### config.mk
export PLATFORM = sky130hd
export DESIGN_NAME = mem_interface
export DESIGN_NICKNAME = d
export VERILOG_FILES = /design/src/rtl/mem_interface_pkg.sv /design/src/rtl/mem_interface_md_register.sv /design/src/rtl/mem_interface.sv
export SDC_FILE = /design/constraint.sdc
export NUM_CORES = 1
export LEC_CHECK = 0
export ABC_AREA = 1
export CELL_PAD_IN_SITES_DETAIL_PLACEMENT = 1
export CELL_PAD_IN_SITES_GLOBAL_PLACEMENT = 1
export CORE_MARGIN = 10
export CORE_UTILIZATION = 45
export DETAILED_ROUTE_END_ITERATION = 8
export DONT_BUFFER_PORTS = 1
export GPL_TIMING_DRIVEN = 0
export PLACE_DENSITY = 0.89
export SYNTH_ARGS = -nofsm -noshare
export SYNTH_HDL_FRONTEND = slang
export SYNTH_SLANG_ARGS = --single-unit
### constraint.sdc
create_clock -name clock -period 3.52 [get_ports clock]
set_input_delay 0.352 -clock clock [delete_from_list [all_inputs] [get_ports clock]]
set_output_delay 0.352 -clock clock [all_outputs]
set_load 0.005 [all_outputs]
### src/rtl/mem_interface_pkg.sv
// Shared definitions for the memory interface: FSM encoding, default sizes
// and the width of the request timeout counter.
package mem_interface_pkg;

  localparam int DATA_W_DEF  = 32;
  localparam int ADDR_W_DEF  = 9;
  localparam int TIMEOUT_DEF = 15;
  localparam int CNT_W       = 8;

  typedef enum logic [1:0] {
    S_IDLE    = 2'd0,
    S_RD_WAIT = 2'd1,
    S_WR_WAIT = 2'd2,
    S_DONE    = 2'd3
  } state_e;

endpackage

### src/rtl/mem_interface_md_register.sv
// Memory data register: DATA_W bits, loads either the bus value or the RAM
// read data, cleared synchronously by an active-low clear.
module md_register #(
  parameter int DATA_W = 32
) (
  input  logic              clock,
  input  logic              clear,
  input  logic              load,
  input  logic              sel_rdata,
  input  logic [DATA_W-1:0] bus_in,
  input  logic [DATA_W-1:0] mem_rdata,
  output logic [DATA_W-1:0] q
);

  logic [DATA_W-1:0] data_d, data_q;

  // Next value: hold unless loading, then pick bus or RAM data.
  always_comb begin
    // NOTE: hold value assigned first so every path drives data_d; no latch.
    data_d = data_q;
    if (load) data_d = sel_rdata ? mem_rdata : bus_in;
  end

  // Register with synchronous active-low clear.
  always_ff @(posedge clock) begin
    // NOTE: non-blocking so every flop samples pre-edge values, whatever the order.
    if (!clear) data_q <= '0;
    else        data_q <= data_d;
  end

  assign q = data_q;

endmodule

### src/rtl/mem_interface.sv
// Memory-side neighbour of the datapath bus: holds MAR and MDR and runs a
// level req / pulse ack handshake to a word-addressed RAM, with a timeout.
module mem_interface
  import mem_interface_pkg::*;
#(
  parameter int DATA_W  = DATA_W_DEF,
  parameter int ADDR_W  = ADDR_W_DEF,
  parameter int TIMEOUT = TIMEOUT_DEF
) (
  input  logic              clock,
  input  logic              clear,
  input  logic [DATA_W-1:0] bus_in,
  input  logic              MARin,
  input  logic              MDRin,
  input  logic              Read,
  input  logic              Write,
  output logic [DATA_W-1:0] mdr_data,
  output logic [ADDR_W-1:0] mem_addr,
  output logic [DATA_W-1:0] mem_wdata,
  output logic              mem_rd_req,
  output logic              mem_wr_req,
  input  logic [DATA_W-1:0] mem_rdata,
  input  logic              mem_ack,
  output logic              busy,
  output logic              done,
  output logic              error
);

  // Last counter value at which an unacknowledged request gives up.
  localparam logic [CNT_W-1:0] CNT_LAST = CNT_W'(TIMEOUT - 1);

  state_e            state_d, state_q;
  logic [CNT_W-1:0]  cnt_d, cnt_q;
  logic [ADDR_W-1:0] mar_d, mar_q;
  logic              err_d, err_q;
  logic              mdr_load, mdr_sel_rdata;
  logic [DATA_W-1:0] mdr_q;

  md_register #(.DATA_W(DATA_W)) u_mdr (
    .clock     (clock),
    .clear     (clear),
    .load      (mdr_load),
    .sel_rdata (mdr_sel_rdata),
    .bus_in    (bus_in),
    .mem_rdata (mem_rdata),
    .q         (mdr_q)
  );

  // Next-state, register loads and timeout; commands only honoured in IDLE.
  always_comb begin
    state_d       = state_q;
    cnt_d         = cnt_q;
    mar_d         = mar_q;
    err_d         = 1'b0;
    mdr_load      = 1'b0;
    mdr_sel_rdata = 1'b0;
    unique case (state_q)
      S_IDLE: begin
        if (MARin) mar_d = bus_in[ADDR_W-1:0];
        if (MDRin && !Read) mdr_load = 1'b1;
        if (Read && Write) begin
          err_d = 1'b1;
        end else if (Read) begin
          state_d = S_RD_WAIT;
          cnt_d   = '0;
        end else if (Write) begin
          state_d = S_WR_WAIT;
          cnt_d   = '0;
        end
      end
      S_RD_WAIT, S_WR_WAIT: begin
        if (mem_ack) begin
          state_d       = S_DONE;
          mdr_load      = (state_q == S_RD_WAIT);
          mdr_sel_rdata = 1'b1;
        end else if (cnt_q == CNT_LAST) begin
          state_d = S_IDLE;
          err_d   = 1'b1;
        end else begin
          cnt_d = cnt_q + 1'b1;
        end
      end
      S_DONE:  state_d = S_IDLE;
      default: state_d = S_IDLE;
    endcase
  end

  // State, counter, MAR and error pulse registers.
  always_ff @(posedge clock) begin
    if (!clear) begin
      state_q <= S_IDLE;
      cnt_q   <= '0;
      mar_q   <= '0;
      err_q   <= 1'b0;
    end else begin
      state_q <= state_d;
      cnt_q   <= cnt_d;
      mar_q   <= mar_d;
      err_q   <= err_d;
    end
  end

  assign mdr_data   = mdr_q;
  assign mem_wdata  = mdr_q;
  assign mem_addr   = mar_q;
  assign mem_rd_req = (state_q == S_RD_WAIT);
  assign mem_wr_req = (state_q == S_WR_WAIT);
  assign busy       = (state_q != S_IDLE);
  assign done       = (state_q == S_DONE);
  assign error      = err_q;

endmodule

## After elaboration in Yosys (flattened, before gate mapping)

Index checks and enable logic that the tools add are counted.
Widths: inputs -> output; s select.

- Word-level logic and storage cells: 47
- Bits in writable memories: 0
- Bits in latches: 0
- Bits of input ports: 71
- Register bits: 52
- Memories: 0
- Bits in read-only memories: 0

- Eq/ne operators: 9
- Reduce and logical (&&, ||, !) cells: 10
- Bitwise operators: 0
- Div/mod/pow operators: 0
- Multiply operators: 0
- Muxes and demuxes: 22
- Shift-type cells: 0
- $lt $le $gt $ge: 0
- Add/sub/neg operators: 1

Operator list:

| cell | number |
|---|---|
| $mux 8 | 5 |
| $mux 32 | 1 |
| $pmux 8 s2 | 1 |
| $mux 2 | 5 |
| $add 8x1->8 const B | 1 |
| $eq 8x4->1 const B | 1 |
| $mux 1 | 7 |
| $ne 2x2->1 const B | 3 |
| $ne 3x3->1 const B | 2 |
| $pmux 2 s3 | 1 |
| $reduce_and 5->1 | 1 |
| $eq 2x2->1 const B | 2 |
| $pmux 1 s2 | 2 |
| $reduce_bool 2->1 | 2 |
| $reduce_and 3->1 | 1 |
| $eq 2x1->1 const B | 1 |
| $logic_and 1x1->1 | 2 |
| $logic_not 2->1 | 1 |
| $reduce_and 2->1 | 1 |
| $reduce_or 2->1 | 1 |
| $logic_not 1->1 | 1 |

## Logic depth before layout (Yosys ltp)

Gate-level depths: netlist (run 1).

- Depth in word-level cells: 4
- Depth in mapped cells: 11
- Gate-level depth less buffers: 10

## Modules after synthesis

From an unflattened synthesis (run 1), not the netlist that was laid out.

- Cells, all modules: 467
- Area total of the unflattened synthesis: 3,019.1 um^2

By module, submodules not included:

| module | seq. area each (um^2) | area an instance (um^2) | instances | cells each |
|---|---|---|---|---|
| md_register | 640.6 | 1,701.6 | 1 | 275 |
| mem_interface | 400.4 | 1,317.5 | 1 | 192 |

## Worst setup path before layout (run 1)

Ideal clock, no wire load.

- Path type: reg2reg
- Start: reg state_q[0]
- End: reg cnt_q[2]
- Data required time: 3,458 ps
- Arrival: 1,544 ps
- Setup time: 62 ps
- Path buffers: 2
- Period minus slack after synthesis: 1,606 ps
- Stages on the path, launching flop included: 12
- Slack: 1,914 ps
- Cell sequence: dfxtp_1 inv_1 ha_1 buf_6 nand2_4 o21ai_2 nor2_4 nand2_2 buf_6 o21bai_1 inv_2 nor2_2

- Longest elaborated chain between the ends: 4
- Elaborated cells on any way between the ends: 11
- Classes of those cells: eq/ne: 6; mux: 1; reduce/logical: 4

Ends and longest elaborated chain:

| item | RTL line | text |
|---|---|---|
| start: declaration | mem_interface.sv:32 | `state_e state_d, state_q;` |
| start signal: assignment | mem_interface.sv:96 | `state_q <= state_d;` |
| $eq 2x1->1 or $eq 2x2->1 (tied branches) | mem_interface.sv:57 | `unique case (state_q)` |
| $reduce_or 2->1 | mem_interface.sv:57 |  |
| $ne 2x2->1 (no source line) or $reduce_bool 2->1 (tied branches) | n/a |  |
| $reduce_and 5->1 (no source line) | n/a |  |
| end signal: assignment | mem_interface.sv:97 | `cnt_q <= cnt_d;` |
| end: declaration | mem_interface.sv:33 | `logic [CNT_W-1:0] cnt_d, cnt_q;` |

Several ways; a longest one is shown, not always the timed one.
A chain may end at the register's enable or synchronous reset.

## Final worst setup path (run 1)

- Start: reg state_q[0]
- End: reg u_mdr.data_q[2] (netlist: u_mdr.q[2])

- Longest elaborated chain between the ends: 4
- Elaborated cells on any way between the ends: 8
- Classes of those cells: eq/ne: 2; mux: 4; reduce/logical: 2

Ends and longest elaborated chain:

| item | RTL line | text |
|---|---|---|
| $eq 2x1->1 or $eq 2x2->1 (tied branches) | mem_interface.sv:57, mem_interface.sv:74 |  |
| $reduce_or 2->1 | mem_interface.sv:57 |  |
| $mux 1 | mem_interface.sv:57 |  |
| $mux 32 | mem_interface_md_register.sv:21 | `if (load) data_d = sel_rdata ? mem_rdata : bus_in;` |
| end signal: assignment | mem_interface_md_register.sv:28 | `else data_q <= data_d;` |
| end: declaration | mem_interface_md_register.sv:15 | `logic [DATA_W-1:0] data_d, data_q;` |

Several ways; a longest one is shown, not always the timed one.

==> results of run 1 <==
[Yosys cell counts (7+ instances only)]
cell type,count,area [µm²]
buf_4,32,240
inv_1,15,56.3
dfxtp_1,52,1040
nand2_1,130,488
nor2_1,70,263
clkbuf_1,10,37.5
nand3_1,9,45.0
o21ai_0,31,155
buf_2,10,50.1
a21oi_1,37,185
o21ai_1,16,80.1
ha_1,7,87.6
[state kept, by name (all words and copies together), names as in the netlist]
register / count
u_mdr.q: 32
mem_addr: 9
cnt_q: 8
state_q: 2
error: 1
[power breakdown]
group / switching [mW] / internal (mW)
clock: 0.208 / 0.286
combinational: 0.698 / 0.447
sequential: 0.170 / 0.750
total: 1.08 / 1.48
[through the flow]
stage | power, mW | area [µm²]
5_1_grt | 2.78 | 3120
6_report | 2.56 | 3120
3_3_place_gp | 2.05 | 2980
2_1_floorplan | 1.78 | 2880
3_5_place_dp | 2.10 | 2980
4_1_cts | 2.60 | 3120
[per-layer routing]
| metal | GRT usage, % | part of all wire (%) | up-vias |
|---|---|---|---|
| met5 | 0 | 0 | - |
| met4 | 4.13 | 0.87 | 0 |
| met3 | 6.18 | 9.0 | 6 |
| met2 | 32.2 | 50 | 103 |
| met1 | 19.4 | 40 | 1242 |
| li1 | - | - | 1371 |
[placed cells by master, fill, tap and decap left out]
master	n
buf_4	32
a21oi_1	37
inv_2	3
buf_2	10
o21bai_2	1
o21ai_2	1
o21ai_0	31
o21ai_1	16
nand2_4	1
nor3b_1	1
xor2_1	1
clkbuf_8	5
bufinv_16	2
nand2_1	130
nand3_1	9
inv_6	1
a21oi_2	1
inv_1	15
nor2_4	1
nand3_2	1
buf_6	2
clkbuf_1	10
dfxtp_1	52
ha_1	7
o21bai_1	2
nor3_1	1
clkinv_1	1
nand2_2	1
nor2_2	2
nor2_1	70
[final cells by class]
class	instances	area, µm²
buffer	54	350
clock buffer	5	68.8
clock inverter	3	68.8
fill	857	3160
inverter	19	71.3
multi-input combinational	314	1420
sequential	52	1040
tap	77	96.3
[worst paths after layout]
kind | startpoint | end | cells past startpoint
worst min register to register | cnt_q[4] | cnt_q[4] | 2
worst max register to register | state_q[0] | u_mdr.q[2] | 9
worst min-delay path | bus_in[5] | mem_addr[5] | 2
worst max-delay path | state_q[0] | u_mdr.q[2] | 9
[kinds of logic (layout without fill, tap and decap cells)]
kind of cell | after synthesis | in the layout | synth area share [%]
flip-flops | 52 | 52 | 36.1
XOR/XNOR | 1 | 1 | 0.304
AND/OR/NAND/NOR | 217 | 217 | 29.8
adder cells (fa/ha/maj) | 7 | 7 | 3.04
buffers and inverters | 73 | 81 | 14.6
AO/OA/AOI/OAI | 89 | 89 | 16.1
[worst reg2reg max path: stages (launching register included)]
cell	delay, ns
dfxtp_1	0.37
inv_1	0.10
ha_1	0.31
buf_6	0.15
nand2_4	0.11
clkbuf_1	0.42
nand2_1	0.11
nand2_1	0.09
o21ai_0	0.09
nor2_1	0.13
==> flow_summary.yaml, run 1 <==
status:
  outcome: "complete, no violations"
timing:
  timing.final.crit_period_ns: 1.93
  worstMarginPinSlew_ns: 0.512
  rsz0062_at_grt: "no"
  fin_setup_tns_ns: 0
  finalSetupViolCount: 0
  fin_crit_sh_pct: 54.8
  skew_ns: 0.0100
  finalHoldViolations: 0
  relSlewSlack_pct: 65.8
  drv_slew: 0
  fmax_mhz: 518
  fin_ws_ns: 1.59
  whs_ns: 0.207
cts:
  postCtsSetupBuffers: 0
  root_buffer: "clkbuf_8"
  cts_buffers: 5
  clockBufferDepth: 2
  cts_tree: "built"
  holdBufCountCts: 0
  post_cts_resized: 0
  clkLatencyLatePin_ns: 0.31
  clk_pin_slew_ns: 0.10
  htree_levels: 2
  cts_num_sinks: 52
layout:
  fin_util_pct: 49.7
  area_growth_pct: 8.12
  instances_no_fill: 524
  drive_above_1_share_pct: 14.3
  n_antenna_cell: 0
  final_nets: 524
detailed_routing:
  via_per_inst: 5.19
  wire_per_inst_um: 17.9
  drt_iter0_markers: 81
  wirelength_um: 9390
  post-route-drc-count: 0
  vias: 2722
  dr.pass1.iters: 4
  ant_nets: 0
die:
  ios: 149
  die_h_um: 100
  core.rowCount: 29
  start_util_pct: 45.9
  die_w_um: 100
  core_area_um2: 6280
  fp.dieArea_um2: 10000
critical_path:
  critPathLaunchType: "register"
  cp_slowest_stage_delay_ns: 0.42
  path_common_cell: "nand2_1"
  critical_path_class: "register to register"
  cp.required_ns: 3.77
  crit_path_max_fanout: 10
  crit_chain: "inv_1, ha_1, buf_6, nand2_4, clkbuf_1, nand2_1, nand2_1, o21ai_0, nor2_1"
  worst_ep_arrival_time_ns: 2.18
  cp-end-kind: "register"
  cp_slowest_cell: "clkbuf_1"
  worst_path_dominant_cell_family: "buffers and inverters"
  worst-path-buf-inv: 3
  regToRegSetupSlack_ns: 1.59
global_route:
  grt_pass1_wl_um: 14700
  gr-usage-all-layers_pct: 17.8
  grt_start_max_net_pins: 18
  grt_overflow_total: 0
  antenna_found_initial: 0
  grt_pass1_vias: 2853
placed_design:
  place_inst: 516
  numPortBuffers: 0
  gp_congestion: 0.834
  dp_slack_ns: 1.59
  dpl.hpwl_um: 7400
pwr:
  peakVddDrop_mv: 0.324
  power.leakage_nw: 1.46
  power_density_nw_per_um2: 821
logic_synthesis:
  synth-edff-count: 0
  seq_area_frac_synth_pct: 36.1
  syn_area_per_cell_um2: 6.57
  syn_area_um2: 2880
  ys_ff_latch: 52
  synthDistinctLibCells: 27
  synth_warnings: 0
  postSynthCellCount: 439
  syn_nets: 517
  postSynth.asyncResetShare_pct: 0
  ys.flop_type: "dfxtp_1"
job:
  max_cap_violations: 0
min_path:
  hold_path_class: "input port to register"
No activity file was read; power rests on OpenSTA's default activity.
==> inputs of run 2 (changes only) <==
- CORE_UTILIZATION: 45 -> 42
- PLACE_DENSITY: 0.89 -> 0.84
- clock period: 3.52 -> 2 ns (I/O delays scaled with it)
==> run 2 against run 1 <==
Net effect:
- sequential share of layout area rose by 0.43 points
- critical endpoint is now state_q[1]
- via count rose by 2.0%
- setup slack got worse by 1.4 ns
- maximum frequency rose by 4.3%
- total power rose by 68%
- worst hold slack got worse by 0.15 ns
- highest routed layer unchanged
- clock-buffer cell count rose by 1
- sequential power rose by 76%
- core utilization fell by 3.9 points
- clock skew fell by 0.0042 ns
- register-to-register slack got worse by 1.4 ns
- combinational power rose by 79%
==> flow_summary.yaml, run 2 (synthesized netlist as in run 1, its figures left out) <==
status:
  outcome: "complete, no violations"
pwr:
  peakVddDrop_mv: 0.673
  power.leakage_nw: 1.44
  power_density_nw_per_um2: 1400
  total_power_mw: 4.30
detailed_routing:
  dr.pass1.iters: 4
  vias: 2777
  wl_met1_um: 3650
  ant_nets: 0
  via_per_inst: 5.28
  wire_per_inst_um: 18.4
  wl_met3_um: 1030
  post-route-drc-count: 0
  drt_iter0_markers: 94
  top_layer_used: "met4"
  dr_wl_met2_um: 4870
  wirelength_um: 9700
timing:
  fin_setup_tns_ns: 0
  timing.final.crit_period_ns: 1.85
  skew_ns: 0.00586
  rsz0062_at_grt: "yes"
  finalHoldViolations: 0
  whs_ns: 0.0524
  worstMarginPinSlew_ns: 0.502
  fin_crit_sh_pct: 92.5
  relSlewSlack_pct: 66.5
  fmax_mhz: 541
  finalSetupViolCount: 0
  drv_slew: 0
  fin_ws_ns: 0.151
critical_path:
  cp-end-kind: "register"
  worst_path_dominant_cell_family: "buffers and inverters"
  critical_path_class: "register to register"
  worst-path-buf-inv: 4
  cp.required_ns: 2.25
  crit_path_max_fanout: 10
  critPathLaunchType: "register"
  crit_chain: "inv_1, ha_1, buf_6, nand2_4, inv_2, buf_2, nand2_1, o21ai_0, nor2_1, nor2_1"
  cp_slowest_cell: "dfxtp_1"
  path_common_cell: "nor2_1"
  worst_ep_arrival_time_ns: 2.10
  cp_slowest_stage_delay_ns: 0.37
layout:
  drive_above_1_share_pct: 14.6
  layout_commonest_cell: "nand2_1"
  n_antenna_cell: 0
  instances_no_fill: 526
  fin_util_pct: 45.8
  final_nets: 524
  final_cell_mix: "nand2_1 (130), nor2_1 (70), dfxtp_1 (52)"
  area_growth_pct: 6.73
  largest_register_ff_count: 32
  final_area_um2: 3080
global_route:
  grt_pass1_wl_um: 14900
  grt_pass1_vias: 2993
  gr-usage-all-layers_pct: 17.7
  grt_start_max_net_pins: 16
  grt_overflow_total: 0
  antenna_found_initial: 0
cts:
  htree_levels: 2
  postCtsSetupBuffers: 0
  clk_pin_slew_ns: 0.10
  root_buffer: "clkbuf_8"
  cts_num_sinks: 52
  cts_tree: "built"
  clockBufferDepth: 2
  clkLatencyLatePin_ns: 0.31
  holdBufCountCts: 0
  cts_buffers: 5
placed_design:
  placed_cell_area_um2: 2980
  place_inst: 519
  gp_congestion: 0.818
  dp_slack_ns: 0.0797
  numPortBuffers: 0
  dpl.hpwl_um: 7570
die:
  ios: 149
  die_w_um: 103
  die_h_um: 103
  core_area_um2: 6720
  core.rowCount: 30
  fp.dieArea_um2: 10600
  start_util_pct: 42.9
job:
  max_cap_violations: 0
min_path:
  hold_path_class: "input port to register"
-- run 2: changes by cell type in the layout (fill, tap and decap cells not counted), sizes merged --
| cell | delta |
|---|---|
| bufinv | -2 |
| clkinv | +1 |
| inv | -1 |
| clkbuf | +1 |
-- run 2: layer usage --
| metal | global-route usage [%] | vias up |
|---|---|---|
| li1 | - | 1368 |
| met1 | 18.5 | 1292 |
| met2 | 31.9 | 104 |
| met3 | 6.64 | 13 |
| met4 | 5.67 | 0 |
| met5 | 0 | - |
-- run 2: what timing repair did --
action,4_1_cts,5_1_grt
endpoints found under the setup margin,0,24
hold endpoints to repair,0,0
resized for setup,0,4
-- run 2: worst paths after layout --
check,start,to,slack (ns),cells past startpoint
setup / recovery,state_q[0],state_q[1],0.15,10
hold / removal,bus_in[4],mem_addr[4],0.05,2
setup reg to reg,state_q[0],state_q[1],0.15,10
hold reg to reg,mem_addr[1],mem_addr[1],0.52,2
-- run 2: worst register-to-register path, delay by kind of cell, from the launching register on --
family / cells / cell delay [ns]
simple gates: 4 / 0.38
buf+inv: 4 / 0.64
flops: 1 / 0.37
fa+ha+maj: 1 / 0.31
compound gates: 1 / 0.09
-- run 2: area by class of cell --
cell class	instances	area [µm²]
inverter	19	71.3
clock inverter	1	8.76
fill	910	3640
clock buffer	6	82.6
buffer	54	353
sequential	52	1040
multi-input combinational	314	1420
tap	80	100
-- run 2: power breakdown --
group / internal (mW) / switching [mW]
combinational: 0.790 / 1.25
sequential: 1.32 / 0.298
clock: 0.277 / 0.367
==> inputs of run 3 (changes only) <==
- PLACE_DENSITY: 0.84 -> unset
- PLACE_DENSITY_LB_ADDON: unset -> 0.1
==> run 3 against run 2 <==
Net effect:
- clock skew rose by 0.0021 ns
- clock power rose by 3%
- clock-buffer cell count did not move
- largest power group unchanged
==> flow_summary.yaml, run 3 (synthesized netlist as in run 1, its figures left out) <==
critical_path:
  critical_path_class: "register to register"
  cp.required_ns: 2.26
  crit-reg2reg-launch: "state_q[0]"
  worst_ep_arrival_time_ns: 2.08
  critPathLaunchType: "register"
  endpoint: "cnt_q[2]"
  rr_worst_depth: 11
  cp-end-kind: "register"
  crit_path_max_fanout: 10
  regToRegSetupSlack_ns: 0.18
  critPathLaunch: "state_q[0]"
  rr_endpoint: "cnt_q[2]"
detailed_routing:
  vias: 2754
  wire_per_inst_um: 17.7
  post-route-drc-count: 0
  dr.pass1.iters: 4
  drt_iter0_markers: 86
  wirelength_um: 9350
  via_per_inst: 5.23
  ant_nets: 0
timing:
  relSlewSlack_pct: 67.6
  fmax_mhz: 551
  skew_ns: 0.00794
  fin_setup_tns_ns: 0
  worstMarginPinSlew_ns: 0.486
  timing.final.crit_period_ns: 1.82
  finalSetupViolCount: 0
  fin_ws_ns: 0.184
  rsz0062_at_grt: "no"
  drv_slew: 0
  finalHoldViolations: 0
  fin_crit_sh_pct: 90.8
cts:
  clockBufferDepth: 2
  clkLatencyLatePin_ns: 0.31
  htree_levels: 2
  root_buffer: "clkbuf_8"
  cts_num_sinks: 52
  clk_pin_slew_ns: 0.10
  cts_buffers: 5
  cts_tree: "built"
placed_design:
  numPortBuffers: 0
  dpl.hpwl_um: 7380
  dp_slack_ns: 0.0751
  placed_cell_area_um2: 2980
  gp_congestion: 0.820
layout:
  area_growth_pct: 7.16
  final_nets: 524
  n_antenna_cell: 0
  fin_util_pct: 46.0
  final_area_um2: 3090
  layout_commonest_cell: "nand2_1"
  largest_register_ff_count: 32
  final_cell_mix: "nand2_1 (130), nor2_1 (70), dfxtp_1 (52)"
  drive_above_1_share_pct: 15.0
job:
  max_cap_violations: 0
global_route:
  grt_start_max_net_pins: 17
  grt_pass1_vias: 2788
  antenna_found_initial: 0
  gr-usage-all-layers_pct: 17.1
  grt_pass1_wl_um: 14500
  grt_overflow_total: 0
pwr:
  power.leakage_nw: 1.44
  peakVddDrop_mv: 0.882
  power_density_nw_per_um2: 1390
status:
  outcome: "complete, no violations"
die:
  ios: 149
  core.rowCount: 30
  fp.dieArea_um2: 10600
  die_w_um: 103
  die_h_um: 103
  start_util_pct: 42.9
  core_area_um2: 6720
min_path:
  holdPathStages: 2
  hold_path_class: "input port to register"
-- run 3: cell count changes in the layout (fill, tap and decap cells not counted), sizes merged --
cell and change:
clkbuf +2, inv +1, buf -2
-- run 3: worst min path at each step --
stage	start	end	slack, ns
final	bus_in[7]	mem_addr[7]	0.05
after global routing	bus_in[4]	mem_addr[4]	0.06
after CTS	bus_in[4]	mem_addr[4]	0.05
after detailed placement	bus_in[2]	mem_addr[2]	0.38
after global placement	bus_in[3]	mem_addr[3]	0.37
after floorplan	bus_in[0]	mem_addr[0]	0.37
-- run 3: stage by stage --
step | hold slack, ns | std cells | power [mW]
4_1_cts | 0.0524 | 527 | 4.35
3_3_place_gp | 0.371 | 519 | 3.63
5_1_grt | 0.0598 | 527 | 4.72
6_report | 0.0546 | 527 | 4.29
2_1_floorplan | 0.367 | 439 | 3.14
3_5_place_dp | 0.382 | 519 | 3.70
-- run 3: what timing repair did --
item                                    CTS  global route
endpoints found under the setup margin    0            23
hold buffers                              0             0
resized for setup                         0             7
setup buffers                             0             0
-- run 3: area by class of cell --
cell class                      instances  area [µm²]
Clock buffer                            6        82.6
Fill cell                             897        3630
Clock inverter                          2        13.8
Tap cell                               80         100
Inverter                               19        71.3
Multi-Input combinational cell        314        1420
Buffer                                 54         358
Sequential cell                        52        1040
-- run 3: report_power, final --
part / switching (mW) / total, mW / internal [mW]
sequential: 0.295 / 1.61 / 1.32
clock: 0.377 / 0.662 / 0.284
combinational: 1.21 / 2.02 / 0.801
total: 1.89 / 4.29 / 2.41
-- run 3: worst max-delay path: stages (launching register included) --
cell and delay [ns]:
dfxtp_1 0.39, inv_1 0.11, ha_2 0.29, buf_6 0.14, nand2_4 0.11, o21ai_2 0.09
nor2_4 0.14, nand2_2 0.08, buf_6 0.15, o21bai_1 0.15, inv_2 0.05, nor2_2 0.06
-- run 3: per-layer routing --
| metal | vias up | share of wire [%] | track usage [%] |
|---|---|---|---|
| met5 | - | 0 | 0 |
| li1 | 1370 | - | - |
| met4 | 0 | 1.1 | 3.64 |
| met2 | 102 | 48 | 29.9 |
| met1 | 1272 | 41 | 19.5 |
| met3 | 10 | 10 | 6.23 |
